<file path="config.mk">
export PLATFORM = sky130hd
export DESIGN_NAME = rom_download_router
export DESIGN_NICKNAME = d
export VERILOG_FILES = /design/src/rtl/rom_download_router.sv
export SDC_FILE = /design/constraint.sdc
export NUM_CORES = 1
export LEC_CHECK = 0
export CAP_MARGIN = 0
export CORE_MARGIN = 2
export CORE_UTILIZATION = 55
export DETAILED_ROUTE_END_ITERATION = 16
export PLACE_DENSITY_LB_ADDON = 0.05
export SLEW_MARGIN = 20
export SYNTH_ARGS = -nofsm -noshare
export SYNTH_HDL_FRONTEND = slang
export SYNTH_SLANG_ARGS = --single-unit
</file>
<file path="constraint.sdc">
create_clock -name clk_sys -period 8.4 [get_ports clk_sys]
set_input_delay 1.68 -clock clk_sys [delete_from_list [all_inputs] [get_ports clk_sys]]
set_output_delay 1.68 -clock clk_sys [all_outputs]
set_load 0.01 [all_outputs]
</file>
<file path="src/rtl/rom_download_router.sv">
// Routes ioctl ROM download bytes to per-region SDRAM toggle-handshake write ports.
// Latency: a write request toggles one cycle after the ioctl_wr rising edge (or after the ack of a preceding flush).
// Backpressure: nwait is low while a write awaits its ack; bytes arriving then are dropped and flagged.
//
// Ports:
//   clk_sys, res_n_i             clock and asynchronous active-low reset (release synchronised internally)
//   ioctl_downl/wr/addr/dout     download stream: active flag, byte strobe, byte address, byte data
//   port_req/port_ack            per-region toggle request / toggle acknowledge
//   port_a/port_ds/port_d/port_we region-local word address, byte enables {hi,lo}, data, write enable
//   nwait                        low = host must stall
//   rom_loaded/core_reset        download-complete flag and registered core reset (active high)
//   status_reset/btn_reset_n     OSD reset (high) and button reset (low) folded into core_reset
//   err_overrun/err_timeout      sticky error flags
module rom_download_router #(
  parameter int                            NUM_REGIONS = 2,
  parameter int                            ADDR_W      = 25,
  parameter logic [NUM_REGIONS*ADDR_W-1:0] REGION_BASE = {25'h20000, 25'h0},
  parameter bit                            WORD_MODE   = 1'b0,
  parameter int                            ACK_TIMEOUT = 255
) (
  input  logic                   clk_sys,
  input  logic                   res_n_i,
  input  logic                   ioctl_downl,
  input  logic                   ioctl_wr,
  input  logic [ADDR_W-1:0]      ioctl_addr,
  input  logic [7:0]             ioctl_dout,
  input  logic [NUM_REGIONS-1:0] port_ack,
  input  logic                   status_reset,
  input  logic                   btn_reset_n,
  output logic [NUM_REGIONS-1:0] port_req,
  output logic [ADDR_W-2:0]      port_a,
  output logic [1:0]             port_ds,
  output logic [15:0]            port_d,
  output logic                   port_we,
  output logic                   nwait,
  output logic                   rom_loaded,
  output logic                   core_reset,
  output logic                   err_overrun,
  output logic                   err_timeout
);

  localparam int                TMR_W = (ACK_TIMEOUT < 2) ? 1 : $clog2(ACK_TIMEOUT + 1);
  localparam logic [TMR_W-1:0]  TMO   = TMR_W'(ACK_TIMEOUT);

  typedef enum logic [1:0] {IDLE, HOLD, WAIT_ACK, FLUSH} state_t;

  // Reset: asserts asynchronously, releases after two clk_sys edges.
  logic [1:0] rst_sync;
  logic       rst_n;

  always_ff @(posedge clk_sys or negedge res_n_i) begin
    if (!res_n_i) rst_sync <= 2'b00;
    else          rst_sync <= {rst_sync[0], 1'b1};
  end
  assign rst_n = rst_sync[1];

  state_t                 state;
  logic                   wr_q;
  logic                   downl_q;
  logic                   wrote;        // at least one write issued in the current download
  logic [NUM_REGIONS-1:0] cur_oh;       // region of the write in flight / byte in HOLD
  logic [TMR_W-1:0]       tmr;

  // A byte that arrived in HOLD but could not pair; it is replayed once the
  // buffered byte's write has been acknowledged.
  logic                   pend_vld;
  logic [NUM_REGIONS-1:0] pend_oh;
  logic [ADDR_W-1:0]      pend_loc;
  logic [7:0]             pend_dat;

  // Region decode: bases ascend, so the last matching index is the highest.
  logic [NUM_REGIONS-1:0] sel_oh;
  logic [ADDR_W-1:0]      sel_base;
  logic                   in_range;
  logic [ADDR_W-1:0]      loc;

  always_comb begin
    sel_oh   = '0;
    sel_base = '0;
    in_range = 1'b0;
    for (int i = 0; i < NUM_REGIONS; i++) begin
      if (ioctl_addr >= REGION_BASE[i*ADDR_W +: ADDR_W]) begin
        sel_oh    = '0;
        sel_oh[i] = 1'b1;
        sel_base  = REGION_BASE[i*ADDR_W +: ADDR_W];
        in_range  = 1'b1;
      end
    end
  end
  assign loc = ioctl_addr - sel_base;

  logic byte_edge;
  logic byte_vld;
  logic downl_rise;
  logic ack_ok;

  assign byte_edge  = ioctl_wr & ~wr_q;
  assign byte_vld   = byte_edge & in_range;
  assign downl_rise = ioctl_downl & ~downl_q;
  assign ack_ok     = ((port_ack ^ port_req) & cur_oh) == '0;

  // Byte to start on this cycle: a replayed pending byte takes precedence
  // over a live one, and is started straight off the ack so nwait stays low.
  logic                   use_pend;
  logic                   in_vld;
  logic [NUM_REGIONS-1:0] in_oh;
  logic [ADDR_W-1:0]      in_loc;
  logic [7:0]             in_dat;

  always_comb begin
    use_pend = pend_vld && ((state == IDLE) || (state == WAIT_ACK && ack_ok));
    in_vld   = use_pend || (state == IDLE && byte_vld);
    in_oh    = use_pend ? pend_oh  : sel_oh;
    in_loc   = use_pend ? pend_loc : loc;
    in_dat   = use_pend ? pend_dat : ioctl_dout;
  end

  always_ff @(posedge clk_sys or negedge rst_n) begin
    if (!rst_n) begin
      state       <= IDLE;
      port_req    <= '0;
      port_a      <= '0;
      port_ds     <= '0;
      port_d      <= '0;
      rom_loaded  <= 1'b0;
      core_reset  <= 1'b1;
      err_overrun <= 1'b0;
      err_timeout <= 1'b0;
      wr_q        <= 1'b0;
      downl_q     <= 1'b0;
      wrote       <= 1'b0;
      cur_oh      <= '0;
      tmr         <= '0;
      pend_vld    <= 1'b0;
      pend_oh     <= '0;
      pend_loc    <= '0;
      pend_dat    <= '0;
    end else begin
      wr_q       <= ioctl_wr;
      downl_q    <= ioctl_downl;
      core_reset <= ~rom_loaded | status_reset | ~btn_reset_n;

      if (downl_rise) begin
        rom_loaded <= 1'b0;
        wrote      <= 1'b0;
      end else if (state == IDLE && !ioctl_downl && wrote && !pend_vld) begin
        rom_loaded <= 1'b1;
      end

      if (in_vld) begin
        if (use_pend) pend_vld <= 1'b0;
        cur_oh <= in_oh;
        port_a <= in_loc[ADDR_W-1:1];
        if (!WORD_MODE || in_loc[0]) begin
          port_d   <= {in_dat, in_dat};
          port_ds  <= {in_loc[0], ~in_loc[0]};
          port_req <= port_req ^ in_oh;
          tmr      <= '0;
          wrote    <= 1'b1;
          state    <= WAIT_ACK;
        end else begin
          port_d[7:0] <= in_dat;
          state       <= HOLD;
        end
      end else begin
        case (state)
          HOLD: begin
            // Level check also covers a download that ended while the
            // buffered byte was still a pending replay.
            if (!ioctl_downl) begin
              port_ds  <= 2'b01;
              port_req <= port_req ^ cur_oh;
              tmr      <= '0;
              wrote    <= 1'b1;
              state    <= FLUSH;
            end else if (byte_vld) begin
              if (loc[0] && sel_oh == cur_oh && loc[ADDR_W-1:1] == port_a) begin
                port_d[15:8] <= ioctl_dout;
                port_ds      <= 2'b11;
              end else begin
                port_ds  <= 2'b01;
                pend_vld <= 1'b1;
                pend_oh  <= sel_oh;
                pend_loc <= loc;
                pend_dat <= ioctl_dout;
              end
              port_req <= port_req ^ cur_oh;
              tmr      <= '0;
              wrote    <= 1'b1;
              state    <= WAIT_ACK;
            end
          end
          WAIT_ACK, FLUSH: begin
            if (ack_ok) begin
              state <= IDLE;
            end else if (tmr == TMO) begin
              // port_req is left as is; the SDRAM side may still complete it.
              err_timeout <= 1'b1;
              state       <= IDLE;
            end else begin
              tmr <= tmr + 1'b1;
            end
          end
          default: ;
        endcase
      end

      if (byte_edge && (state == WAIT_ACK || state == FLUSH)) err_overrun <= 1'b1;
      if (byte_edge && state == IDLE && use_pend)               err_overrun <= 1'b1;
    end
  end

  assign port_we = rst_n & (ioctl_downl | (state != IDLE));
  assign nwait   = ~(state == WAIT_ACK || state == FLUSH);

endmodule
</file>
Word-level counts from Yosys, hierarchy flattened

Cells that the tools add are included.

Add/subtract/negate cells: 2
Magnitude comparators: 2
Equality and inequality tests: 13
Mux-type cells: 49
Bitwise operators: 20
Reductions and logical operators: 34

Operators by type and width:

| operator               | number |
|---|---|
| $mux W8                | 11 |
| $mux W2                | 16 |
| $ge A25 B1 Y1 const B  | 1 |
| $ge A25 B18 Y1 const B | 1 |
| $mux W25               | 1 |
| $sub A25 B25 Y25       | 1 |
| $eq A24 B24 Y1         | 1 |
| $mux W1                | 18 |
| $mux W18               | 1 |
| $pmux W8 S2            | 1 |
| $reduce_bool A2 Y1     | 7 |
| $reduce_and A4 Y1      | 3 |
| $logic_and A1 B1 Y1    | 11 |
| $reduce_and A5 Y1      | 2 |
| $not A1 Y1             | 9 |
| $add A8 B1 Y8 const B  | 1 |
| $eq A8 B8 Y1 const B   | 1 |
| $ne A4 B4 Y1 const B   | 2 |
| $ne A3 B3 Y1 const B   | 2 |
| $xor A2 B2 Y2          | 3 |
| $and A1 B1 Y1          | 4 |
| $eq A2 B2 Y1 const B   | 2 |
| $logic_not A2 Y1       | 2 |
| $ne A2 B2 Y1 const B   | 2 |
| 12 further kinds       | 17 |

Bits in registers: 101
Input port bits: 41

Logic depth before layout (Yosys ltp)

Gate-level depths: netlist of the first run.

Depth in word-level cells: 11
Depth in mapped cells: 11

Worst setup path before layout of the first run

OpenSTA, ideal clock, no wires.

Path type: reg-to-output
From: register rst_sync[1]
To: output port_we
Arrival: 2.887 ns
Data required time: 6.720 ns
Slack: 3.833 ns
Stages on the path, launching flop included: 2
Path buffers: 0
Cell sequence: dfrtp_1 a21boi_0

Longest elaborated chain between the ends: 1

RTL lines:

| what                     | line | text |
|---|---|---|
| start: declaration       | 48   | `logic [1:0] rst_sync;` |
| start signal: assignment | 53   | `else rst_sync <= {rst_sync[0], 1'b1};` |
| $and A1 B1 Y1            | 213  | `assign port_we = rst_n & (ioctl_downl \| (state != IDLE));` |
| end: declaration         | 34   | `output logic port_we,` |

No other way between the ends.

Worst setup path in the final report of the first run

From: input ioctl_addr[19]
To: register pend_loc[2]

Elaborated cells on any way between the ends: 18

RTL lines:

| what                               | line | text |
|---|---|---|
| start: declaration                 | 25   | `input logic [ADDR_W-1:0] ioctl_addr,` |
| $ge A25 B18 Y1                     | 82   | `if (ioctl_addr >= REGION_BASE[i*ADDR_W +: ADDR_W]) begin` |
| $mux W18                           | 82   |  |
| via sel_base[17]                   | 73   | `logic [ADDR_W-1:0] sel_base;` |
| $sub A25 B25 Y25                   | 90   | `assign loc = ioctl_addr - sel_base;` |
| $eq A24 B24 Y1                     | 177  | `if (loc[0] && sel_oh == cur_oh && loc[ADDR_W-1:1] == port_a) begin` |
| $logic_and A1 B1 Y1                | 177  |  |
| $not A1 Y1 (no source line)        | n/a  |  |
| $reduce_and A5 Y1 (no source line) | n/a  |  |
| end signal: assignment             | 184  | `pend_loc <= loc;` |
| end: declaration                   | 68   | `logic [ADDR_W-1:0] pend_loc;` |

The timed path passes the listed nets, and every way through them passes these cells.
A chain may end at the register's enable or synchronous reset.

==> impl_metrics.ini, run 1 <==
[run_status]
status = finished, final reports clean

[route]
drt_drc_violations_left = 0
via_per_inst = 5.555
dr.pass1.iters = 5
ant_nets = 0
num_vias = 3633
wl_per_cell_um = 16.48
totalWireLength_um = 10780
drt-initial-drc-count = 101

[flow_run]
cap_violations = 0

[global_routing]
grtUsageTotal = 0.2301
grt_max_degree = 63
grt_first_pass_wirelength_um = 18150
antenna_found_initial = 0
grt_pass1_vias = 3725
grt.overflow.total = 0

[logic_synthesis]
ys_seq_area_frac = 0.5044
yosysWarnings = 0
synth_area_um2 = 5014
syn_inst = 454
ys_types = 47
synth_edf_count = 0
syn-num-nets = 498
async_reset_ff_frac = 1.000
synthFlopType = dfrtp_1
synth_area_per_cell_um2 = 11.04
ys_ff_latch = 101

[die]
die_x_um = 99.48
row_count = 34
die_area_um2 = 9895
chipHeight_um = 99.48
coreArea_um2 = 8763
ios = 91
initial_utilization = 0.5721

[worst_setup_path]
crit_type = in -> reg
required_ps = 8650
regToRegSetupSlack_ps = 5280
endpoint_kind = flip-flop
worstPathArrival_ps = 5940
reg2reg_from = port_a[1]$_DFFE_PN0N_
startpoint = ioctl_addr[19]
rr_endpoint = pend_loc[2]$_DFFE_PN0P_
crit_fanout = 18
ff2ff_path_depth = 7
startpoint_type = primary input
cp-endpoint = pend_loc[2]$_DFFE_PN0P_

[timing]
final.min_clock_period_ps = 5691
worst_pin_slew_ps = 1089
max_freq_mhz = 175.7
setup_viol = 0
setup_ws_ps = 2709
drv_slew = 0
layout_worst_path_cycle_share = 0.6774
final_hold_viol_count = 0
fin_setup_tns_ps = 0
rsz0062_at_grt = false
finClkSkew_ps = 8.148
max_slew_margin = 0.2712

[cells_and_area]
diodes = 0
drive_above_1_share = 0.1190
nets = 586
fillers = 680
syn_to_final_growth_pct = 23.78

[clock_tree]
numCtsBuffers = 9
post_cts_resized = 0
cts.path.max_buffers = 2
clock-sinks = 101
clk_latency_ps = 360
cts_root_buf = clkbuf_8
cts_tree = yes
holdBufCountCts = 0
clkTransAtPathRegs_ps = 90
htreeDepth = 3
postCtsSetupBuffers = 0

[worst_hold_path]
min_path_type = reg -> async

[placement]
pre_cts_slack_ps = 2337
place_congestion = 0.8329
place_hpwl_um = 7631
io_buffers = 90

[power]
power_density_nw_per_um2 = 252.3
power_leakage_uw = 0.002892
ir_drop_v = 0.0001283
-- through the flow --
step           power, uW  instance area (um^2)  hold WS [ps]    util  std cells
6_report            1566                  6206         351.1  0.7082        654
5_1_grt             1658                  6206         382.7  0.7082        654
4_1_cts             1583                  6206         374.1  0.7082        654
3_5_place_dp        1266                  6006         352.3  0.6853        639
3_3_place_gp        1250                  6006         340.8  0.6853        639
2_1_floorplan      962.2                  5014         331.2       -        454
-- flip-flops by register name (all words and copies together), names as in the netlist, 2 cells and up --
register and cells:
port_ds 2, pend_oh 2, tmr 8, port_req 2, port_d 16, pend_dat 8, rst_sync 2, state 2
port_a 24, pend_loc 25, cur_oh 2
-- report_power, final --
group	switching, uW	total, uW	internal [uW]	leakage (uW)
Sequential	97.4	688	590	0.00125
Combinational	252	564	312	0.00155
Clock	161	313	153	0.0000947
Total	510	1570	1060	0.00289
-- cell usage in the layout (no fill, tap or decap), types with 10 or more instances in the layout --
cell             count
dfrtp_1             99
clkdlybuf4s50_1     90
o21ai_0             56
nand2_1             51
mux2i_1             32
xnor2_1             26
mux2_4              23
inv_1               21
nor2_1              19
mux2_2              13
clkbuf_8            11
xor2_1              10
a21oi_1             10
nand4_1             10
-- worst min path at each step --
stage	from	to	slack, ps	cells after the start
floorplan	rst_sync[0]$_DFF_PN0_	rst_sync[1]$_DFF_PN0_	330	0
global placement	rst_sync[0]$_DFF_PN0_	rst_sync[1]$_DFF_PN0_	340	0
detailed placement	rst_sync[0]$_DFF_PN0_	rst_sync[1]$_DFF_PN0_	350	0
CTS	rst_sync[0]$_DFF_PN0_	rst_sync[1]$_DFF_PN0_	370	0
global route	rst_sync[0]$_DFF_PN0_	rst_sync[1]$_DFF_PN0_	380	0
finish	rst_sync[1]$_DFF_PN0_	port_d[7]$_DFFE_PN0N_	350	0
-- logic make-up after synthesis --
kind of cell | synth area share
compound gates | 0.1068
mux | 0.1620
other cells | 0.0007480
xor+xnor | 0.06738
buf+inv | 0.03244
simple gates | 0.1188
fa+ha+maj | 0.007488
flops | 0.5044
-- cell type report --
type / count / area [um^2] / area share
inverters: 21 / 78.83 / 0.01270
repair buffers: 93 / 923.4 / 0.1488
clock inverters: 3 / 45.04 / 0.007258
multi-input cells: 316 / 2336 / 0.3764
flip-flops and latches: 101 / 2532 / 0.4081
clock buffers: 12 / 155.1 / 0.02500
well taps: 108 / 135.1 / 0.02177
-- synthesized netlist by cell type (3+ instances only) --
library cell,instances,share of area
a21oi_1,11,0.011
inv_1,21,0.016
nand4_1,10,0.012
nor2_1,19,0.014
nor4_1,3,0.0037
and3_1,5,0.0062
xnor2_1,26,0.045
nand2_1,52,0.039
and2_1,3,0.0037
mux2i_1,32,0.064
buf_6,3,0.0067
ha_1,3,0.0075
nor3b_1,3,0.0045
xor2_1,10,0.017
nand3_1,5,0.0050
nand2b_1,8,0.010
mux2_2,13,0.029
clkbuf_1,10,0.0075
dfrtp_1,100,0.50
o21ai_0,56,0.056
mux2_4,23,0.069
a211oi_1,6,0.0090
-- routing by layer --
layer,vias up,wire [um],track usage
li1,1749,-,-
met4,0,165,0.06955
met1,1787,4756,0.2981
met3,15,464,0.04989
met5,-,0,0
met2,82,5390,0.3903
-- worst max-delay path, cell delays in order --
cell and delay, ps:
clkdlybuf4s50_1 520, nor4_1 450, nand2_1 200, ha_1 260, ha_1 210, xnor2_1 280, xnor2_1 140, nor4_1 450
nand4_2 240, o21ai_4 670, buf_4 450, mux2_2 370
Note: power is estimated with default switching activity, not from simulation.
==> run 2, diff against run 1 <==
--- a/config.mk
+++ b/config.mk
@@ -7,7 +7,7 @@
 export LEC_CHECK = 0
 export CAP_MARGIN = 0
 export CORE_MARGIN = 2
-export CORE_UTILIZATION = 55
+export CORE_UTILIZATION = 53
 export DETAILED_ROUTE_END_ITERATION = 16
 export PLACE_DENSITY_LB_ADDON = 0.05
 export SLEW_MARGIN = 20
==> constraint.sdc (replaced) <==
create_clock -name clk_sys -period 5.96 [get_ports clk_sys]
set_input_delay 1.192 -clock clk_sys [delete_from_list [all_inputs] [get_ports clk_sys]]
set_output_delay 1.192 -clock clk_sys [all_outputs]
set_load 0.01 [all_outputs]
==> impl_metrics.ini, run 2 (same netlist as run 1, synthesis figures left out) <==
[die]
die_area_um2 = 10250
coreArea_um2 = 9196
die_x_um = 101.3
chipHeight_um = 101.3
row_count = 35
initial_utilization = 0.5452
ios = 91

[timing]
finClkSkew_ps = 9.311
final.min_clock_period_ps = 4690
final_hold_viol_count = 0
setup_viol = 0
fin_setup_tns_ps = 0
layout_worst_path_cycle_share = 0.7869
max_freq_mhz = 213.2
hold-worst-slack_ps = 318.8
drv_slew = 0
worst_pin_slew_ps = 1082
max_slew_margin = 0.2759
rsz0062_at_grt = false

[clock_tree]
cts.path.max_buffers = 2
htreeDepth = 3
numCtsBuffers = 9
clkTransAtPathRegs_ps = 100
postCtsSetupBuffers = 0
clock-sinks = 101
post_cts_resized = 0
holdBufCountCts = 0
cts_tree = yes
clk_latency_ps = 370
cts_root_buf = clkbuf_8

[cells_and_area]
finalNonFillerCells = 660
regArea_um2 = 2532
fin_util = 0.6815
largestRegisters = pend_loc: 25 flops, port_a: 24 flops, port_d: 16 flops
multi_input_area_um2 = 2336
final_cell_mix = 99 x dfrtp_1, 90 x clkdlybuf4s50_1, 56 x o21ai_0, 51 x nand2_1, 32 x mux2i_1
nets = 588
largest_reg_flops = 25
syn_to_final_growth_pct = 25.01
fillers = 750
layout_commonest_cell = dfrtp_1
drive_above_1_share = 0.1239
diodes = 0
regMostFlops = pend_loc

[route]
totalWireLength_um = 10840
wl_per_cell_um = 16.42
drt_drc_violations_left = 0
via_per_inst = 5.476
drt-initial-drc-count = 131
dr.pass1.iters = 4
num_vias = 3614
ant_nets = 0

[worst_setup_path]
startpoint_type = primary input
worstPathArrival_ps = 4950
crit_fanout = 23
startpoint = ioctl_addr[19]
ff2ff_path_depth = 7
rr_endpoint = pend_loc[3]$_DFFE_PN0P_
reg2reg_from = port_a[1]$_DFFE_PN0N_
regToRegSetupSlack_ps = 3390
crit_type = in -> reg
endpoint_kind = flip-flop
required_ps = 6220

[placement]
io_buffers = 90
dpl.cell_count = 643
place_congestion = 0.8528
place_hpwl_um = 7597

[flow_run]
cap_violations = 0

[power]
internal-power_uw = 1514
clkPwrFrac = 0.217
ir_drop_v = 0.0002339
swShare = 0.3279
seqPwrFrac = 0.430
power_leakage_uw = 0.002924
p_comb_frac = 0.353
p_sw_uw = 738.5
power_density_nw_per_um2 = 359.3

[worst_hold_path]
min_path_type = reg -> async

[global_routing]
grtUsageTotal = 0.2298
grt_first_pass_wirelength_um = 18470
grt_max_degree = 59
grt.overflow.total = 0
antenna_found_initial = 0
grt_pass1_vias = 3767

[run_status]
status = finished, final reports clean
==> run 2: critical path: stages <==
cell,delay (ps)
clkdlybuf4s50_1,540
nor4_1,470
nand2_1,220
ha_1,250
ha_1,210
xnor2_1,290
xnor2_1,130
nor4_1,420
nand4_2,250
o21ai_4,180
buf_4,400
mux2_2,390
==> run 2: worst max-delay path by stage <==
stage | endpoint | cells after the start
global route | pend_loc[3]$_DFFE_PN0P_ | 12
CTS | pend_loc[3]$_DFFE_PN0P_ | 12
detailed placement | pend_loc[3]$_DFFE_PN0P_ | 12
finish | pend_loc[3]$_DFFE_PN0P_ | 12
floorplan | port_we | 1
global placement | pend_loc[4]$_DFFE_PN0P_ | 12
==> run 2: cell type report <==
type	instances	area share
Multi-Input combinational cell	316	0.3727
Tap cell	111	0.02216
Sequential cell	101	0.4041
Timing Repair Buffer	95	0.1529
Clock inverter	6	0.01517
Inverter	21	0.01258
Clock buffer	10	0.02036
==> run 2: power groups by stage <==
stage / combinational [uW] / clock, uW / sequential [uW]
floorplan: 331 / 0 / 1020
global placement: 788 / 0 / 977
detailed placement: 799 / 0 / 982
CTS: 804 / 504 / 969
global route: 868 / 531 / 992
finish: 795 / 490 / 968
==> run 2: metal layers <==
| layer | wire [um] | global-route usage | part of all wire |
|---|---|---|---|
| met1 | 4844 | 0.2939 | 0.45 |
| met2 | 5423 | 0.3933 | 0.50 |
| met3 | 404 | 0.04762 | 0.037 |
| met5 | 0 | 0 | 0 |
| met4 | 166 | 0.07277 | 0.015 |
==> run 2: stage by stage <==
| step | area, um^2 | setup WS [ps] | total power, uW |
|---|---|---|---|
| global route | 6267 | 966.1 | 2392 |
| global placement | 6017 | 1027 | 1766 |
| CTS | 6240 | 1335 | 2277 |
| floorplan | 5014 | 1881 | 1356 |
| finish | 6267 | 1270 | 2252 |
| detailed placement | 6017 | 954.1 | 1781 |
==> run 3, diff against run 2 <==
--- a/config.mk
+++ b/config.mk
@@ -7,7 +7,7 @@
 export LEC_CHECK = 0
 export CAP_MARGIN = 0
 export CORE_MARGIN = 2
-export CORE_UTILIZATION = 53
+export CORE_UTILIZATION = 48
 export DETAILED_ROUTE_END_ITERATION = 16
 export PLACE_DENSITY_LB_ADDON = 0.05
 export SLEW_MARGIN = 20
==> constraint.sdc (replaced) <==
create_clock -name clk_sys -period 4.3 [get_ports clk_sys]
set_input_delay 0.86 -clock clk_sys [delete_from_list [all_inputs] [get_ports clk_sys]]
set_output_delay 0.86 -clock clk_sys [all_outputs]
set_load 0.01 [all_outputs]
==> impl_metrics.ini, run 3 (same netlist as run 1, synthesis figures left out) <==
[die]
die_area_um2 = 11280
row_count = 37
initial_utilization = 0.4900
ios = 91
chipHeight_um = 106.2
coreArea_um2 = 10230
die_x_um = 106.2

[clock_tree]
clock-sinks = 101
numCtsBuffers = 9
cts.path.max_buffers = 2
postCtsSetupBuffers = 0
post_cts_resized = 0
holdBufCountCts = 0
htreeDepth = 3
clkTransAtPathRegs_ps = 90
cts_root_buf = clkbuf_8
cts_tree = yes
clk_latency_ps = 380

[timing]
max_slew_margin = 0.4670
rsz0062_at_grt = false
setup_ws_ps = 308.5
hold-worst-slack_ps = 301.0
max_freq_mhz = 250.5
worst_pin_slew_ps = 799.5
layout_worst_path_cycle_share = 0.9283
final_hold_viol_count = 0
drv_slew = 0
setup_viol = 0
final.min_clock_period_ps = 3992
finClkSkew_ps = 7.338

[cells_and_area]
layout_commonest_cell = dfrtp_1
fin_util = 0.6231
largestRegisters = pend_loc: 25 flops, port_a: 24 flops, port_d: 16 flops
syn_to_final_growth_pct = 27.15
largest_reg_flops = 25
regMostFlops = pend_loc
diodes = 0
fin_area_um2 = 6375
final_cell_mix = 99 x dfrtp_1, 90 x clkdlybuf4s50_1, 56 x o21ai_0, 51 x nand2_1, 32 x mux2i_1
drive_above_1_share = 0.1411
nets = 599

[route]
drt_drc_violations_left = 0
via_per_inst = 5.241
num_vias = 3648
totalWireLength_um = 11190
dr.pass1.iters = 4
wl_per_cell_um = 16.07
drt-initial-drc-count = 122
ant_nets = 0

[power]
seqPwrFrac = 0.432
power_density_nw_per_um2 = 486.0
p_comb_frac = 0.361
ir_drop_v = 0.0002893
power_leakage_uw = 0.002974
swShare = 0.3258
internal-power_uw = 2089
p_sw_uw = 1009
clkPwrFrac = 0.207
total_power_uw = 3098

[run_status]
status = finished, final reports clean

[global_routing]
grt_first_pass_wirelength_um = 18690
antenna_found_initial = 0
grt_max_degree = 63
grt_pass1_vias = 3765
grt.overflow.total = 0
grtUsageTotal = 0.2117

[placement]
place_area_um2 = 6163
place_hpwl_um = 8044
io_buffers = 90
pre_cts_slack_ps = -69.43
place_congestion = 0.8209

[worst_setup_path]
startpoint_type = primary input
required_ps = 4570
startpoint = ioctl_addr[23]
endpoint_kind = flip-flop
worstPathArrival_ps = 4260
reg2reg_from = tmr[0]$_DFFE_PN0P_
crit_fanout = 8
crit_type = in -> reg

[flow_run]
cap_violations = 0

[worst_hold_path]
min_path_type = reg -> async
==> run 3: power groups by stage <==
| stage | clock (uW) | sequential [uW] | combinational [uW] |
|---|---|---|---|
| floorplan | 0 | 1420 | 459 |
| global placement | 0 | 1350 | 1110 |
| detailed placement | 0 | 1360 | 1130 |
| CTS | 661 | 1340 | 1130 |
| global route | 694 | 1370 | 1220 |
| finish | 641 | 1340 | 1120 |
==> run 3: worst paths after layout <==
kind	end	slack, ps	cells past startpoint
max	port_d[8]$_DFFE_PN0P_	310	12
min	port_a[0]$_DFFE_PN0N_	300	0
max reg2reg	tmr[6]$_DFFE_PN0P_	1870	7
min reg2reg	port_a[0]$_DFFE_PN0N_	300	0
max in group asynchronous	port_d[7]$_DFFE_PN0N_	2800	1
min in group clk_sys	rst_sync[1]$_DFF_PN0_	360	0
==> run 3: area by class of cell <==
type,instances,area (um^2)
fillers,865,3856
flip-flops and latches,101,2532
multi-input cells,316,2336
repair buffers,106,1046
well taps,136,170.2
clock buffers,13,168.9
inverters,21,78.83
clock inverters,3,42.54
==> run 3: worst max-delay path, cell delays in order <==
cell             delay (ps)
clkdlybuf4s50_1         430
nor4_2                  500
nand2_1                 170
ha_1                    250
ha_1                    320
xor2_1                  170
nand4_1                 160
nor4_1                  400
nand4_1                 210
o31ai_4                 290
buf_12                  160
mux2_2                  330
==> run 3: per-stage QoR <==
step / instances / TNS, ps
floorplan: 454 / 0
global route: 696 / 0
global placement: 680 / 0
CTS: 696 / 0
detailed placement: 680 / -507.7
finish: 696 / 0
==> run 3: metal layers <==
metal	vias to the layer above	wire (um)	GRT usage
met3	11	433	0.04537
met2	64	5477	0.3448
met4	0	152	0.07613
li1	1775	-	-
met1	1798	5124	0.2794
met5	-	0	0
